<file path="config.mk">
export PLATFORM = sky130hd
export DESIGN_NAME = ymux_rr_reg_flat
export DESIGN_NICKNAME = d
export VERILOG_FILES = /design/src/rtl/ymux_rr_reg_if.sv /design/src/rtl/ymux_rr_reg.sv /design/src/flat_wrapper.sv
export SDC_FILE = /design/constraint.sdc
export NUM_CORES = 1
export LEC_CHECK = 0
export CAP_MARGIN = 40
export CORE_MARGIN = 4
export CORE_UTILIZATION = 28
export CTS_BUF_LIST = sky130_fd_sc_hd__clkbuf_16
export CTS_CLUSTER_DIAMETER = 150
export CTS_CLUSTER_SIZE = 16
export DETAILED_ROUTE_END_ITERATION = 12
export GPL_ROUTABILITY_DRIVEN = 0
export PLACE_DENSITY = 0.65
export SLEW_MARGIN = 10
export SYNTH_ARGS = -nofsm -noshare
export SYNTH_HDL_FRONTEND = slang
export SYNTH_SLANG_ARGS = --single-unit
</file>
<file path="constraint.sdc">
create_clock -name clk -period 2.92 [get_ports clk]
set_input_delay 0.292 -clock clk [delete_from_list [all_inputs] [get_ports clk]]
set_output_delay 0.292 -clock clk [all_outputs]
set_load 0.03 [all_outputs]
</file>
<file path="src/rtl/ymux_rr_reg_if.sv">
// Handshake bundle between the channel sources, the registered mux and its single consumer.
interface ymux_rr_reg_if #(
    parameter int unsigned WIDTH    = 32,
    parameter int unsigned CHANNELS = 4
);
    localparam int unsigned SEL_W = (CHANNELS > 1) ? $clog2(CHANNELS) : 1;

    logic [CHANNELS*WIDTH-1:0] in_data;
    logic [CHANNELS-1:0]       in_valid;
    logic [CHANNELS-1:0]       in_ready;
    logic                      mode;
    logic [SEL_W-1:0]          sel;
    logic [WIDTH-1:0]          out_data;
    logic [SEL_W-1:0]          out_chan;
    logic                      out_valid;
    logic                      out_ready;
    logic                      sel_err;

    // Source/consumer side: drives channel data, select and consumer ready.
    modport master (
        output in_data, in_valid, mode, sel, out_ready,
        input  in_ready, out_data, out_chan, out_valid, sel_err
    );

    // Mux side.
    modport slave (
        input  in_data, in_valid, mode, sel, out_ready,
        output in_ready, out_data, out_chan, out_valid, sel_err
    );
endinterface

</file>
<file path="src/rtl/ymux_rr_reg.sv">
// N-channel registered multiplexer with direct or round-robin selection and a
// one-entry output register behind valid/ready handshakes.
module ymux_rr_reg #(
    parameter int unsigned WIDTH    = 32,
    parameter int unsigned CHANNELS = 4
) (
    input  logic         clk,
    input  logic         reset,
    ymux_rr_reg_if.slave bus
);
    localparam int unsigned     SEL_W  = (CHANNELS > 1) ? $clog2(CHANNELS) : 1;
    localparam logic [SEL_W:0]  CH_CNT = (SEL_W+1)'(CHANNELS);
    localparam logic [SEL_W-1:0] LAST  = SEL_W'(CHANNELS - 1);

    logic [WIDTH-1:0] r_out_data;
    logic [SEL_W-1:0] r_out_chan;
    logic             r_out_valid;
    logic             r_sel_err;
    logic [SEL_W-1:0] r_ptr;

    logic             w_load_en;
    logic             w_sel_ok;
    logic             w_dir_valid;
    logic             w_rr_found;
    logic [SEL_W-1:0] w_rr_cand;
    logic [SEL_W:0]   w_rr_idx;
    logic             w_grant;
    logic [SEL_W-1:0] w_cand;
    logic [WIDTH-1:0] w_cand_data;

    assign w_load_en = !r_out_valid || bus.out_ready;
    assign w_sel_ok  = {1'b0, bus.sel} < CH_CNT;

    // Direct mode: valid of the selected channel; out-of-range selects never match.
    always_comb begin
        w_dir_valid = 1'b0;
        for (int unsigned i = 0; i < CHANNELS; i++) begin
            if (bus.sel == SEL_W'(i)) w_dir_valid = bus.in_valid[i];
        end
    end

    // Round-robin: first valid channel scanning from ptr, wrapping at CHANNELS.
    always_comb begin
        w_rr_found = 1'b0;
        w_rr_cand  = '0;
        w_rr_idx   = '0;
        for (int unsigned k = 0; k < CHANNELS; k++) begin
            w_rr_idx = {1'b0, r_ptr} + (SEL_W+1)'(k);
            if (w_rr_idx >= CH_CNT) w_rr_idx = w_rr_idx - CH_CNT;
            if (!w_rr_found && bus.in_valid[w_rr_idx[SEL_W-1:0]]) begin
                w_rr_found = 1'b1;
                w_rr_cand  = w_rr_idx[SEL_W-1:0];
            end
        end
    end

    // Grant, candidate data mux and per-channel ready (held low during reset).
    always_comb begin
        w_cand       = bus.mode ? w_rr_cand  : bus.sel;
        w_grant      = bus.mode ? w_rr_found : w_dir_valid;
        w_cand_data  = '0;
        bus.in_ready = '0;
        for (int unsigned i = 0; i < CHANNELS; i++) begin
            if (w_cand == SEL_W'(i)) begin
                w_cand_data     = bus.in_data[i*WIDTH +: WIDTH];
                bus.in_ready[i] = !reset && w_load_en && w_grant;
            end
        end
    end

    // Output register, select-error flag and round-robin pointer.
    always_ff @(posedge clk or posedge reset) begin
        if (reset) begin
            r_out_data  <= '0;
            r_out_chan  <= '0;
            r_out_valid <= 1'b0;
            r_sel_err   <= 1'b0;
            r_ptr       <= '0;
        end else begin
            r_sel_err <= !bus.mode && !w_sel_ok;
            if (w_load_en) begin
                if (w_grant) begin
                    r_out_data  <= w_cand_data;
                    r_out_chan  <= w_cand;
                    r_out_valid <= 1'b1;
                end else begin
                    r_out_valid <= 1'b0;
                end
            end
            if (w_load_en && w_grant && bus.mode) begin
                r_ptr <= (w_cand == LAST) ? '0 : w_cand + SEL_W'(1);
            end
        end
    end

    assign bus.out_data  = r_out_data;
    assign bus.out_chan  = r_out_chan;
    assign bus.out_valid = r_out_valid;
    assign bus.sel_err   = r_sel_err;
endmodule

</file>
<file path="src/flat_wrapper.sv">
// flat-port wrapper written by rule: the top's interface ports become plain ports
module ymux_rr_reg_flat 
#(
    parameter int unsigned WIDTH    = 32,
    parameter int unsigned CHANNELS = 4
)
  (clk, reset, bus_in_data, bus_in_valid, bus_mode, bus_sel, bus_out_ready, bus_in_ready, bus_out_data, bus_out_chan, bus_out_valid, bus_sel_err);
  ymux_rr_reg_if #(.WIDTH(WIDTH), .CHANNELS(CHANNELS)) bus_i ();
  input  logic clk;
  input  logic reset;
  input wire logic [$bits(bus_i.in_data)-1:0] bus_in_data;
  input wire logic [$bits(bus_i.in_valid)-1:0] bus_in_valid;
  input wire logic [$bits(bus_i.mode)-1:0] bus_mode;
  input wire logic [$bits(bus_i.sel)-1:0] bus_sel;
  input wire logic [$bits(bus_i.out_ready)-1:0] bus_out_ready;
  output wire logic [$bits(bus_i.in_ready)-1:0] bus_in_ready;
  output wire logic [$bits(bus_i.out_data)-1:0] bus_out_data;
  output wire logic [$bits(bus_i.out_chan)-1:0] bus_out_chan;
  output wire logic [$bits(bus_i.out_valid)-1:0] bus_out_valid;
  output wire logic [$bits(bus_i.sel_err)-1:0] bus_sel_err;
  assign bus_i.in_data = bus_in_data;
  assign bus_i.in_valid = bus_in_valid;
  assign bus_i.mode = bus_mode;
  assign bus_i.sel = bus_sel;
  assign bus_i.out_ready = bus_out_ready;
  assign bus_in_ready = bus_i.in_ready;
  assign bus_out_data = bus_i.out_data;
  assign bus_out_chan = bus_i.out_chan;
  assign bus_out_valid = bus_i.out_valid;
  assign bus_sel_err = bus_i.sel_err;
  ymux_rr_reg #(.WIDTH(WIDTH), .CHANNELS(CHANNELS)) u_core (.clk(clk), .reset(reset), .bus(bus_i));
endmodule
</file>
==> summary by stage <==
Setup path
STA classifies the critical path endpoint as a flip-flop. Of all nets on the critical path, the largest fanout is 19. The kind of start point of the critical path is a primary input.

Following the worst setup path forward leads to its endpoint at u_core.bus.out_data[26]. The slowest stage of the critical path belongs to the cell sky130_fd_sc_hd__or4_4. The setup path with the least slack is of type in2reg. The path depth of the worst reg2reg path is 10. The stage delay of the slowest cell on the critical path is ~0.55 ns.

Data arrives at the worst endpoint at 2.98 ns. The signal on the critical path passes through clkdlybuf4s50_1 > or4_4 > o211ai_1 > o32ai_2 > buf_4 > ha_1 > nor2b_2 > buf_12 > a221oi_1 > o31ai_1 > mux2_2. The required arrival time at the worst endpoint is roughly 3.1 ns. The startpoint identified for the worst register-to-register timing path is u_core.r_ptr[1]. The end of the worst register-to-register path is u_core.bus.out_data[26]. The worst register-to-register path has a setup slack of 0.23 ns.

The origin of the worst setup path is bus_in_valid[1].

Timing
The number of slew-limit violations in the final report is 0. The clock period could shrink to 2.76 ns. The total count of hold-check failures in the final report came to 0. The maximum achievable frequency is ~0.36 GHz. On the final layout, the worst hold slack is 0.338 ns. In the final timing run, aggregate negative setup slack is 0 ns. The final worst-path cycle share is 94.6%. The worst clock skew is between 0.002 and 0.0025 ns.

Setup violations remaining at the end of the flow were counted as 0. Setup repair after global routing left no endpoint under its margin.

Place
The HPWL after detailed placement is 7540 um. The placed cell count is 572. The total of buffers placed on input and output ports is approximately 180.

Clock network
The clock passes through at most 2 buffers. For this design, the sink count on the clock tree is 37. The number of buffers created by CTS is 5. The later pin in the worst-skew pair is clocked with a latency of 0.27 ns. The H-tree was split into 2 levels.

The cell at the root of the clock tree is sky130_fd_sc_hd__clkbuf_16. The CTS tree is done. Clock-pin slew was measured on the worst setup and hold paths at 0.06 ns. Buffers added to address setup during post-CTS repair amount to 0.

GRT
The number of global-route vias before repair is 3006. The maximum number of pins on one net before global-route repair is 37. After global routing the overflow that remains totals 0. Across every metal layer, demand over resource in global routing totals 16.4%.

The initial antenna violation count came to 0. The first global-routing pass estimated 15000 um of wire.

Power and ir drop
Of the total power, combinational logic draws 61.8%. Summed over all nets, the switching power comes to 1.44 mW. The switching part of the total is between 30 and 40%. The power density over cell area is between 700 and 800 nW/um^2. Internal power comes to 2.22 mW. The leakage dissipation is 1.96 nW. The completed layout was analyzed and its total power is 3.67 mW. The worst supply voltage drop on vdd is 0.000288 V. The proportion of power drawn by the clock network is 13.9%. Sequential cells account for around a quarter of the total power.

Outcome
The flow ran to the end, and the final reports show no timing, DRC or antenna violations.

Layout
The number of antenna cells inserted is 0. Across the whole layout, storage elements account for just over 900 um^2. The filler cells instantiated in the layout total 895. The number of cells in the finished layout apart from fillers is 580. The post-route netlist has between 10% and 20% of its cells at a drive strength greater than 1. The area of the multi-input gates is 1650 um^2. The most common library cell in the layout ignoring fill and taps is sky130_fd_sc_hd__clkdlybuf4s50_1. Compared with the post-synthesis result, the final layout area differs by 82.2%. Leaving out fill and tap cells, the most frequent cells in the layout are 171 x sky130_fd_sc_hd__clkdlybuf4s50_1, 37 x sky130_fd_sc_hd__dfrtp_1, 35 x sky130_fd_sc_hd__nand2_1, 32 x sky130_fd_sc_hd__nor2b_1, 32 x sky130_fd_sc_hd__o31ai_1.

The net total in the final layout is 592.

Die
The floorplan step defined a core boundary enclosing between 9000 and 10000 um^2. For this configuration, the core starts out at a cell density of 28.9%. The die is 106 um wide. The die outline area is ~11000 um^2. The I/O pin count is 178. In this run the core area contains 35 standard-cell rows.

The chip height is 106 um.

Logic synthesis
The instance count of the mapped netlist is 271. The post-synth net total is 413. The number of synthesis warnings is 0. The summed instance area of the synthesized netlist is between 2000 and 3000 um^2. The count of cell types in the netlist is 33.

The synthesized area per cell is between 9 and 10 um^2. Of the synthesized area, sequential elements account for 34.5%. Counting flops and latches in the post-synthesis netlist gives 37.

Drt
The wire length after detailed routing is 9630 um. The first detailed-routing pass took 4 iterations. The count of vias placed by the detailed router is 2868. The remaining antenna violation count is 0. Dividing the detail-routed via count by the number of cells gives 4.94. The total DRC errors in the routed layout is 0. The number of violations reported at the end of detailed-routing iteration 0 is 104. In the final routed layout, each cell accounts on average for approximately 17 um.

Flow run
Across the run, the number of max-cap violations was 0.

Worst hold path
The tightest min-delay check is of the in2async type.
critical path: cells and delay by family:
family,cells,cell delay [ns]
compound gates,4,0.64
simple gates,2,0.80
fa+ha+maj,1,0.23
buf+inv,3,0.81
mux,1,0.20
power groups by stage:
stage / combinational [mW] / sequential (mW) / clock (mW)
after CTS: 2.27 / 0.894 / 0.531
after global routing: 2.41 / 0.925 / 0.555
after global placement: 2.24 / 0.885 / 0
after floorplan: 0.850 / 1.33 / 0
after detailed placement: 2.27 / 0.895 / 0
final: 2.27 / 0.893 / 0.509
layer usage:
metal	vias up	routed length, um	track usage, %
li1	1369	-	-
met1	1384	3970	19.4
met2	109	4890	29.2
met3	6	692	5.10
met4	0	74	3.24
met5	-	0	0
flip-flops by register name, summed over array words and instances, names as in the netlist:
signal	flops
u_core.bus.out_chan	2
u_core.bus.out_data	32
u_core.bus.out_valid	1
u_core.r_ptr	2
metrics by stage:
stage | cell area (um^2) | worst slack [ns] | utilization, %
6_report | 4900 | 0.156 | 52.7
4_1_cts | 4860 | 0.00231 | 52.3
5_1_grt | 4900 | 0.0173 | 52.7
2_1_floorplan | 2690 | 0.369 | -
3_3_place_gp | 4720 | -0.0923 | 50.8
3_5_place_dp | 4720 | -0.188 | 50.8
cell usage after synthesis:
| library cell | count | area share (%) |
|---|---|---|
| sky130_fd_sc_hd__nor2b_1 | 33 | 7.7 |
| sky130_fd_sc_hd__clkbuf_1 | 21 | 2.9 |
| sky130_fd_sc_hd__dfrtp_1 | 37 | 34 |
| sky130_fd_sc_hd__o311a_1 | 2 | 0.74 |
| sky130_fd_sc_hd__mux2_4 | 16 | 8.9 |
| sky130_fd_sc_hd__mux2_2 | 19 | 8.0 |
| sky130_fd_sc_hd__nor3_1 | 1 | 0.19 |
| sky130_fd_sc_hd__o21ai_0 | 2 | 0.37 |
| sky130_fd_sc_hd__buf_12 | 1 | 0.74 |
| sky130_fd_sc_hd__mux2i_1 | 1 | 0.37 |
| sky130_fd_sc_hd__a221oi_1 | 31 | 10 |
| sky130_fd_sc_hd__a21oi_1 | 3 | 0.56 |
| sky130_fd_sc_hd__ha_1 | 4 | 1.9 |
| sky130_fd_sc_hd__buf_2 | 1 | 0.19 |
| sky130_fd_sc_hd__nor4bb_1 | 2 | 0.74 |
| sky130_fd_sc_hd__nor2b_2 | 1 | 0.33 |
| sky130_fd_sc_hd__inv_1 | 5 | 0.70 |
| sky130_fd_sc_hd__a22o_1 | 1 | 0.33 |
| sky130_fd_sc_hd__conb_1 | 1 | 0.14 |
| sky130_fd_sc_hd__nand3_1 | 1 | 0.19 |
| sky130_fd_sc_hd__buf_4 | 2 | 0.56 |
| sky130_fd_sc_hd__o211ai_1 | 2 | 0.56 |
| sky130_fd_sc_hd__nor2_1 | 3 | 0.42 |
| sky130_fd_sc_hd__mux4_2 | 1 | 0.84 |
| sky130_fd_sc_hd__nand2_1 | 35 | 4.9 |
| sky130_fd_sc_hd__or4_4 | 1 | 0.42 |
| sky130_fd_sc_hd__and3_1 | 4 | 0.93 |
| sky130_fd_sc_hd__or2_2 | 1 | 0.23 |
| sky130_fd_sc_hd__o32ai_1 | 1 | 0.33 |
| sky130_fd_sc_hd__buf_6 | 2 | 0.84 |
| sky130_fd_sc_hd__o31ai_1 | 32 | 8.9 |
| sky130_fd_sc_hd__nand2b_1 | 3 | 0.70 |
| sky130_fd_sc_hd__mux2i_4 | 1 | 0.84 |
layout make-up:
type	instances	share of cell area [%]
inverters	5	0.383
clock inverters	3	0.256
well taps	129	3.30
repair buffers	199	40.9
flip-flops and latches	37	18.9
clock buffers	5	2.56
multi-input cells	202	33.7
worst min-delay path by stage:
stage                              end               startpoint
3_5_place_dp   u_core.bus.out_data[14]  u_core.bus.out_data[14]
3_3_place_gp   u_core.bus.out_data[27]  u_core.bus.out_data[27]
6_report        u_core.bus.out_data[8]                    reset
2_1_floorplan   u_core.bus.out_chan[0]                    reset
4_1_cts         u_core.bus.out_data[8]                    reset
5_1_grt         u_core.bus.out_data[8]                    reset
timing repair:
action	4_1_cts	5_1_grt
gates resized for setup	0	6
hold buffers	0	0
endpoints found under the setup margin	0	28
cells by family after synthesis:
| family | share of synthesized area, % |
|---|---|
| AND/OR/NAND/NOR | 16.7 |
| AO/OA/AOI/OAI | 21.9 |
| multiplexers | 18.9 |
| flip-flops | 34.5 |
| buffers and inverters | 5.96 |
| adder cells (fa/ha/maj) | 1.86 |
| other | 0.140 |
(Power assumes the default switching activity.)
